===== config.mk =====
export PLATFORM = sky130hd
export DESIGN_NAME = trng_ehr_collector
export DESIGN_NICKNAME = d
export VERILOG_FILES = /design/src/rtl/trng_ehr_collector.sv
export SDC_FILE = /design/constraint.sdc
export NUM_CORES = 1
export LEC_CHECK = 0
export ABC_AREA = 1
export CORE_MARGIN = 2
export CORE_UTILIZATION = 40
export DETAILED_ROUTE_END_ITERATION = 16
export PLACE_DENSITY = 0.59
export RECOVER_POWER = 100
export SLEW_MARGIN = 10
export SYNTH_ARGS = -nofsm -noshare
export SYNTH_HDL_FRONTEND = slang
export SYNTH_SLANG_ARGS = --single-unit

===== constraint.sdc =====
create_clock -name rng_clk -period 6.1 [get_ports rng_clk]
set_clock_uncertainty 0.05 [all_clocks]
set_input_delay 0.915 -clock rng_clk [delete_from_list [all_inputs] [get_ports rng_clk]]
set_output_delay 0.915 -clock rng_clk [all_outputs]
set_load 0.05 [all_outputs]

===== src/rtl/trng_ehr_collector.sv =====
// Entropy holding register collector: packs de-biased bits MSB-first into 32-bit words
// and buffers them in a small first-word-fall-through FIFO with a sticky overflow flag.
module trng_ehr_collector #(
    parameter int WORD_W     = 32,
    parameter int FIFO_DEPTH = 4
) (
    input  logic              rng_clk,
    input  logic              rst,
    input  logic              rnd_src_en,
    input  logic              rst_trng_logic,
    input  logic              balance_filter_valid,
    input  logic              balance_filter_data,
    input  logic              ehr_rd_en,
    input  logic              ovf_clr,
    output logic [WORD_W-1:0] ehr_data,
    output logic              ehr_valid,
    output logic              ehr_full,
    output logic [2:0]        ehr_level,
    output logic              ehr_ovf
);

    logic [WORD_W-1:0] r_shift;
    logic [4:0]        r_bitCnt;
    logic [WORD_W-1:0] r_mem [FIFO_DEPTH];
    logic [1:0]        r_wrPtr;
    logic [1:0]        r_rdPtr;
    logic [2:0]        r_level;
    logic              r_ovf;

    logic              w_accept;
    logic              w_wordDone;
    logic [WORD_W-1:0] w_word;
    logic              w_full;
    logic              w_empty;
    logic              w_pop;
    logic              w_push;
    logic              w_drop;

    // The collector clear masks every event, so it is folded into each qualifier.
    assign w_accept   = balance_filter_valid & rnd_src_en & ~rst_trng_logic;
    assign w_wordDone = w_accept & (r_bitCnt == 5'd31);
    assign w_word     = {r_shift[WORD_W-2:0], balance_filter_data};
    assign w_full     = (r_level == 3'(FIFO_DEPTH));
    assign w_empty    = (r_level == 3'd0);
    assign w_pop      = ehr_rd_en & ~w_empty & ~rst_trng_logic;
    assign w_push     = w_wordDone & (~w_full | w_pop);
    assign w_drop     = w_wordDone & w_full & ~w_pop;

    always_ff @(posedge rng_clk or posedge rst) begin
        if (rst) begin
            r_shift  <= '0;
            r_bitCnt <= '0;
        end else if (rst_trng_logic || !rnd_src_en) begin
            r_shift  <= '0;
            r_bitCnt <= '0;
        end else if (w_accept) begin
            r_shift  <= w_word;
            r_bitCnt <= r_bitCnt + 5'd1;
        end
    end

    always_ff @(posedge rng_clk or posedge rst) begin
        if (rst) begin
            for (int i = 0; i < FIFO_DEPTH; i++) r_mem[i] <= '0;
            r_wrPtr <= '0;
            r_rdPtr <= '0;
            r_level <= '0;
        end else if (rst_trng_logic) begin
            for (int i = 0; i < FIFO_DEPTH; i++) r_mem[i] <= '0;
            r_wrPtr <= '0;
            r_rdPtr <= '0;
            r_level <= '0;
        end else begin
            if (w_push) begin
                r_mem[r_wrPtr] <= w_word;
                r_wrPtr        <= r_wrPtr + 2'd1;
            end
            if (w_pop) begin
                r_rdPtr <= r_rdPtr + 2'd1;
            end
            if (w_push && !w_pop) begin
                r_level <= r_level + 3'd1;
            end else if (!w_push && w_pop) begin
                r_level <= r_level - 3'd1;
            end
        end
    end

    // A same-cycle overflow takes priority over the software clear.
    always_ff @(posedge rng_clk or posedge rst) begin
        if (rst) begin
            r_ovf <= 1'b0;
        end else if (rst_trng_logic) begin
            r_ovf <= 1'b0;
        end else if (w_drop) begin
            r_ovf <= 1'b1;
        end else if (ovf_clr) begin
            r_ovf <= 1'b0;
        end
    end

    assign ehr_data  = w_empty ? '0 : r_mem[r_rdPtr];
    assign ehr_valid = ~w_empty;
    assign ehr_full  = w_full;
    assign ehr_level = r_level;
    assign ehr_ovf   = r_ovf;

endmodule


After elaboration in Yosys (flattened, before gate mapping):

Cells that the tools add are included.
Widths: inputs -> output; s select.

* output and inout bits: 38
* bits in registers: 172
* word-level logic and storage cells: 71
* input port bits: 8

* reduce and logical (&&, ||, !) cells: 13
* bitwise logic cells: 15
* muxes and demuxes: 23
* magnitude comparators: 3
* equality and inequality tests: 2
* add/subtract/negate cells: 5

Operator list (number)
* $mux 128: 2
* $bwmux 128: 1
* $mux 32: 4
* $bmux 32 s2: 1
* $demux 32 s2: 1
* $mux 31: 2
* $mux 5: 2
* $mux 3: 3
* $and 1x1->1: 8
* $mux 2: 4
* $ge 3x3->1 const B: 2
* $not 2->3: 2
* $reduce_bool 2->1: 3
* $reduce_bool 3->1: 2
* $add 5x1->5 const B: 1
* $eq 5x5->1 const B: 1
* $add 2x1->2 const B: 2
* $not 1->1: 4
* $add 3x1->3 const B: 1
* $eq 3x3->1 const B: 1
* $logic_and 1x1->1: 3
* $logic_not 1->1: 3
* $logic_not 3->1: 1
* $lt 3x1->1 const B: 1
* 4 further kinds: 6

Logic depth before layout (Yosys ltp):

Gate-level depths: netlist of the first run.

* depth in word-level cells: 11
* gate-level depth with buffers: 15
* gate-level depth less buffers: 15

Worst setup path after synthesis of the first run:

No wires, ideal clock.

* path type: flip-flop to output port
* start point: reg r_level[0] (netlist: ehr_level[0])
* end point: out ehr_data[10]
* data arrival time: 2.355 ns
* stages on the path, launching flop included: 6
* buffers on the path: 1
* required time: 5.135 ns
* slack: 2.780 ns
* path through: dfrtp_1 nor2_1 nand2_1 inv_1 buf_1 a21oi_1

* cells in the longest elaborated chain, start to end: 2

RTL lines
* from (decl): line 27 `logic [2:0] r_level;`
* from (signal assigned): line 82 `r_level <= r_level + 3'd1;`
* from (signal assigned): line 84 `r_level <= r_level - 3'd1;`
* $logic_not 3->1: line 44 `assign w_empty = (r_level == 3'd0);`
* $mux 32: line 102 `assign ehr_data = w_empty ? '0 : r_mem[r_rdPtr];`
* to (decl): line 15 `output logic [WORD_W-1:0] ehr_data,`

Every way passes these cells.

Worst setup path in the final report of the first run:

* start point: in rst_trng_logic
* end point: reg r_mem[26] in the netlist's numbering

* cells in the longest elaborated chain, start to end: 5
* elaborated cells between the ends (all ways): 8
* those cells by class: 1 x mux; 6 x bitwise; 1 x reduce/logical

RTL lines
* from (decl): line 10 `input logic rst_trng_logic,`
* $not 1->1: line 40, 45
* $and 1x1->1 (on tied branches): line 40, 45
* $and 1x1->1 or $or 1x1->1 (tied branches): line 41, 46
* $and 1x1->1: line 46 `assign w_push = w_wordDone & (~w_full | w_pop);`
* $reduce_bool 2->1 (no line)
* to (signal, indexed assignment): line 75 `r_mem[r_wrPtr] <= w_word;`
* to (decl): line 24 `logic [WORD_W-1:0] r_mem [FIFO_DEPTH];`

Several ways; a longest one is shown, not always the timed one.
A chain may end at the register's enable or synchronous reset.

==> impl_metrics.toml, run 1 <==
[cts]
ctsResizeCount = 0
numCtsBuffers = 17
clk_pin_slew_ps = 60
postCtsSetupBuffers = 0
htree_levels = 4
root_buffer = "clkbuf_16"
cts_num_sinks = 172
cts_max_path_buffers = 2
insertion_delay_ps = 430
cts_tree = "yes"
cts-hold-fix-buffers = 0

[floorplan]
initial_core_util_pct = 41.1
fp.dieH_um = 143
die_w_um = 143
row_count = 50
fp.dieArea_mm2 = 0.0205
core_area_mm2 = 0.0188
ioPinCount = 46

[power_and_ir_drop]
p_per_area_mw_per_mm2 = 350
power.share.sequential_pct = 39.0
switching_power_uw = 1060
comb_power_share_pct = 25.6
p_int_uw = 2050
peakVddDrop_mv = 0.323
p_leak_uw = 0.00377
sw_frac_of_total_pct = 34.2
pwr-share-clk_pct = 35.4

[setup_path]
path_class = "in2reg"
cp.required_ps = 6360
critPathLaunchType = "input port"
end_kind = "flop"
crit_arrival_ps = 5030
worstPathMaxFanout = 34

[route]
num_vias = 6068
drt_pass1_iterations = 5
drc_errors = 0
dr.first_iter.drc_count = 346
via_per_inst = 5.24
wirelength_mm = 18.5
routedWlPerCell_um = 16.0
ant_nets = 0

[placement]
port-buffer-count = 45
placed_area_mm2 = 0.00832
hpwl_mm = 10.5
gp_congestion = 0.785

[logic_synthesis]
yosys-top-cells-count = "172 x dfrtp_1, 117 x inv_1, 117 x nand2_1"
synth_most_common_cell = "dfrtp_1"
synth_top_cell_area_share_pct = 55.6
ys_warn_count = 0
syn_nets = 888
ys_ff_latch = 172
yosysUniqueCellTypes = 24
synth_edf_count = 0
syn_area_mm2 = 0.00773
synthFlopType = "dfrtp_1"
synthArstFlopShare_pct = 100
syn_area_per_cell_um2 = 8.86
yosysTopAreaCell = "dfrtp_1"
syn_inst = 873
ys_seq_area_share_pct = 55.6
netlist_top_cells_area = "dfrtp_1 56%, o21ai_0 6.5%, inv_1 5.7%"

[timing]
worst_pin_slew_ps = 2300
drv_slew = 79
grt_setup_unrepaired = "false"
fmax_ghz = 0.210
period_needed_ps = 4770
slew_headroom_pct = -53.3
hold_ws_ps = 435
setup_violations = 0
final.setup.tns_ps = 0
finalCritPeriodShare_pct = 78.2
hold_viol_final = 0

[outcome]
outcome = "finished with violations"
violations = "capacitance limit, slew limit"

[layout]
antenna_cells = 0
final_core_util_pct = 47.2
seq_area_mm2 = 0.00431
fillers = 1839
drive_gt1_share_pct = 5.24
area_growth_pct = 15.0
multiInputGateArea_mm2 = 0.00269
design_area_mm2 = 0.00889
nNetsFinal = 899

[hold_path]
holdCritPathClass = "reg2reg"

[global_route]
grt_first_pass_wirelength_mm = 31.3
overflow = 0
grt_start_max_net_pins = 98
grt_pass1_vias = 5996
track_usage_pct = 19.5
antenna_found_initial = 0

[job]
maxCapViolCount = 2
## placed cells by master, fill, tap and decap left out, drive strengths merged
master	netlist	routed
buf	43	6
bufinv	0	2
nand4	5	5
o22ai	31	31
xnor2	2	2
nor2	9	9
fa	1	1
a21oi	69	69
clkbuf	19	29
dlygate4sd3	0	38
clkdlybuf4s50	0	7
ha	6	6
nand2	118	118
inv	120	119
nand3	79	79
clkinv	0	5
o31ai	1	1
dfrtp	172	172
o21ai	167	167
o211ai	31	31
## stage by stage
stage	setup WS [ps]	instances	power, µW
after floorplan	475	873	1800
after global placement	1840	1125	2070
after detailed placement	1840	1125	2070
after CTS	1830	1157	3170
after global routing	881	1157	3250
final	1330	1157	3110
## registers in the layout (all words and copies together) (netlist names)
signal     flops
ehr_level      3
ehr_ovf        1
r_bitCnt       5
r_mem        128
r_rdPtr        2
r_shift       31
r_wrPtr        2
## area by class of cell
type / instances / share of cell area (%)
well taps: 260 / 3.66
clock inverters: 6 / 0.900
flip-flops and latches: 172 / 48.4
repair buffers: 54 / 5.74
inverters: 120 / 5.12
multi-input cells: 519 / 30.2
clock buffers: 26 / 5.95
## power groups by stage
stage	Clock, µW	Combinational, µW	Sequential (µW)
detailed placement	0	832	1240
global route	1170	861	1220
finish	1100	796	1220
floorplan	0	586	1210
global placement	0	830	1240
CTS	1120	835	1220
## metal layers
layer / vias up / part of all wire [%] / global-route usage (%)
met4: 0 / 1.2 / 5.47
li1: 2946 / - / -
met1: 2971 / 48 / 27.6
met5: - / 0 / 0
met2: 135 / 46 / 30.8
met3: 16 / 4.6 / 3.66
## final timing paths
check	start	to	slack (ps)	depth (start not counted)
max reg2reg	r_bitCnt[0]$_DFFE_PP0P_	r_mem[26]$_DFFE_PP0P_	2960	10
min reg2reg	r_shift[30]$_DFFE_PP0P_	r_mem[95]$_DFFE_PP0P_	430	2
min	r_shift[30]$_DFFE_PP0P_	r_mem[95]$_DFFE_PP0P_	430	2
min in group asynchronous	rst	r_mem[100]$_DFFE_PP0P_	1110	2
max in group asynchronous	rst	r_mem[110]$_DFFE_PP0P_	2250	3
max	rst_trng_logic	r_mem[26]$_DFFE_PP0P_	1330	8
## cell families after synthesis
family	after synthesis	share of synthesized area, %
compound gates	299	20.9
flops	172	55.6
fa+ha+maj	7	1.23
simple gates	211	12.7
xor+xnor	2	0.227
buf+inv	182	9.35
## critical path: stages
cell and delay [ps]:
dlygate4sd3_1 600, inv_1 660, nand3_4 610, nor2_1 840
nand3_2 200, nand2_1 810, clkbuf_4 310, o21ai_0 70
No activity file was read; power rests on OpenSTA's default activity.
==> inputs of run 2 (changes only) <==
clock period = 5 ns   (was 6.1 ns; I/O delays follow)
==> impl_metrics.toml, run 2 (synthesis gave the netlist of run 1 again) <==
[timing]
hold_viol_final = 0
drv_slew = 191
slew_headroom_pct = -57.5
period_needed_ps = 4290
fmax_ghz = 0.233
final.setup.tns_ps = 0
finalCritPeriodShare_pct = 85.8
setup_violations = 0
worst_pin_slew_ps = 2360
grt_setup_unrepaired = "false"

[cts]
htree_levels = 4
clk_pin_slew_ps = 60
ctsResizeCount = 0
postCtsSetupBuffers = 0
root_buffer = "clkbuf_16"
numCtsBuffers = 17
cts_num_sinks = 172
cts_tree = "yes"
cts_max_path_buffers = 2
insertion_delay_ps = 420
cts-hold-fix-buffers = 0

[setup_path]
ff2ff_setup_slack_ps = 2460
critPathLaunchType = "input port"
crit_arrival_ps = 4530
reg2regPathDepth = 14
cp.required_ps = 5250
worstReg2RegStart = "r_bitCnt[0]$_DFFE_PP0P_"
path_class = "in2reg"
worstPathMaxFanout = 34
end_kind = "flop"
reg2reg_to = "ehr_level[2]$_DFFE_PP0P_"

[outcome]
violations = "capacitance limit, slew limit"
outcome = "finished with violations"

[layout]
largest_register_ffs = 128
multiInputGateArea_mm2 = 0.00269
antenna_cells = 0
layout_common_cells = "170 x dfrtp_1, 166 x o21ai_0, 117 x inv_1, 117 x nand2_1, 76 x nand3_1"
nNetsFinal = 900
area_growth_pct = 15.0
seq_area_mm2 = 0.00431
top_regs = "r_mem (128), r_shift (31), r_bitCnt (5)"
fin_cells = 1157
drive_gt1_share_pct = 5.02
fillers = 1857
regMostFlops = "r_mem"
mostFrequentLayoutCell = "dfrtp_1"

[global_route]
track_usage_pct = 19.9
grt_pass1_vias = 5991
grt_first_pass_wirelength_mm = 31.6
antenna_found_initial = 1
grt_start_max_net_pins = 105
overflow = 0

[power_and_ir_drop]
p_leak_uw = 0.00378
switching_power_uw = 1300
peakVddDrop_mv = 0.368
pwr-share-clk_pct = 35.3
power.share.sequential_pct = 39.8
sw_frac_of_total_pct = 34.2
power_uw = 3810
p_per_area_mw_per_mm2 = 428
comb_power_share_pct = 25.0
p_int_uw = 2500

[floorplan]
ioPinCount = 46
die_w_um = 143
row_count = 50
core_area_mm2 = 0.0188
fp.dieArea_mm2 = 0.0205
fp.dieH_um = 143
initial_core_util_pct = 41.1

[placement]
gp_congestion = 0.790
port-buffer-count = 45
hpwl_mm = 10.8
dpl.cell_count = 1126

[route]
via_per_inst = 5.27
drc_errors = 0
ant_nets = 0
dr.first_iter.drc_count = 523
wirelength_mm = 19.1
num_vias = 6101
drt_pass1_iterations = 4
routedWlPerCell_um = 16.5

[hold_path]
min_to = "r_mem[95]$_DFFE_PP0P_"
hold_path_depth = 2
worstHoldStart = "r_shift[30]$_DFFE_PP0P_"
holdCritPathClass = "reg2reg"

[job]
maxCapViolCount = 4
run 2: changes by cell type in the layout (fill, tap and decap cells not counted), sizes merged:
cell | before | now
clkinvlp | 0 | 2
clkbuf | 29 | 27
clkinv | 5 | 3
bufinv | 2 | 3
buf | 6 | 7
dlygate4sd3 | 38 | 39
clkdlybuf4s50 | 7 | 6
run 2: how the worst max path moves through the flow:
stage / startpoint / endpoint / slack, ps / cells past startpoint
after global placement: r_rdPtr[0]$_DFFE_PP0P_ / ehr_data[20] / 1450 / 4
after CTS: r_rdPtr[0]$_DFFE_PP0P_ / ehr_data[20] / 970 / 4
after global routing: rst_trng_logic / r_mem[27]$_DFFE_PP0P_ / 440 / 8
after detailed placement: r_rdPtr[0]$_DFFE_PP0P_ / ehr_data[20] / 1440 / 4
after floorplan: ehr_level[0]$_DFFE_PP0P_ / ehr_data[10] / 1850 / 5
final: rst_trng_logic / r_mem[3]$_DFFE_PP0P_ / 710 / 8
run 2: per-layer routing:
metal  vias up  wire [µm]  track usage [%]
met4         2        242             5.99
met5         -         16                0
met1      2991       9420             28.6
li1       2953          -                -
met3        21        769             3.76
met2       134       8610             30.6
run 2: cell type report:
cell class              count  area share (%)
flip-flops and latches    172            48.5
inverters                 120            5.08
repair buffers             55            5.94
clock buffers              24            5.42
multi-input cells         519            30.2
well taps                 260            3.66
clock inverters             7            1.27
run 2: stage by stage:
stage          util [%]  hold slack (ps)  cell area, µm²  setup slack, ps
2_1_floorplan         -              403            7740             1850
3_3_place_gp       44.3              408            8330             1450
3_5_place_dp       44.3              424            8330             1440
4_1_cts            47.4              438            8930              971
5_1_grt            47.2              455            8890              438
6_report           47.2              440            8890              711
run 2: worst max-delay path: stages:
cell           delay, ps
dlygate4sd3_1        600
inv_1                130
nand3_1             1220
nor2_8               660
nand3_1              220
nand2_1              430
buf_4                380
o21ai_0              120
run 2: power groups by stage:
stage	combinational, µW	sequential, µW	clock [µW]
global placement	991	1540	0
CTS	996	1510	1370
floorplan	715	1480	0
detailed placement	991	1540	0
global route	1020	1520	1430
finish	950	1510	1340
==> inputs of run 3 (changes only) <==
CTS_CLUSTER_SIZE = 14   (was default)
SLEW_MARGIN = 20   (was 10)
==> results of run 3 <==
Final layout, timing and power as in run 2 (identical DEF).
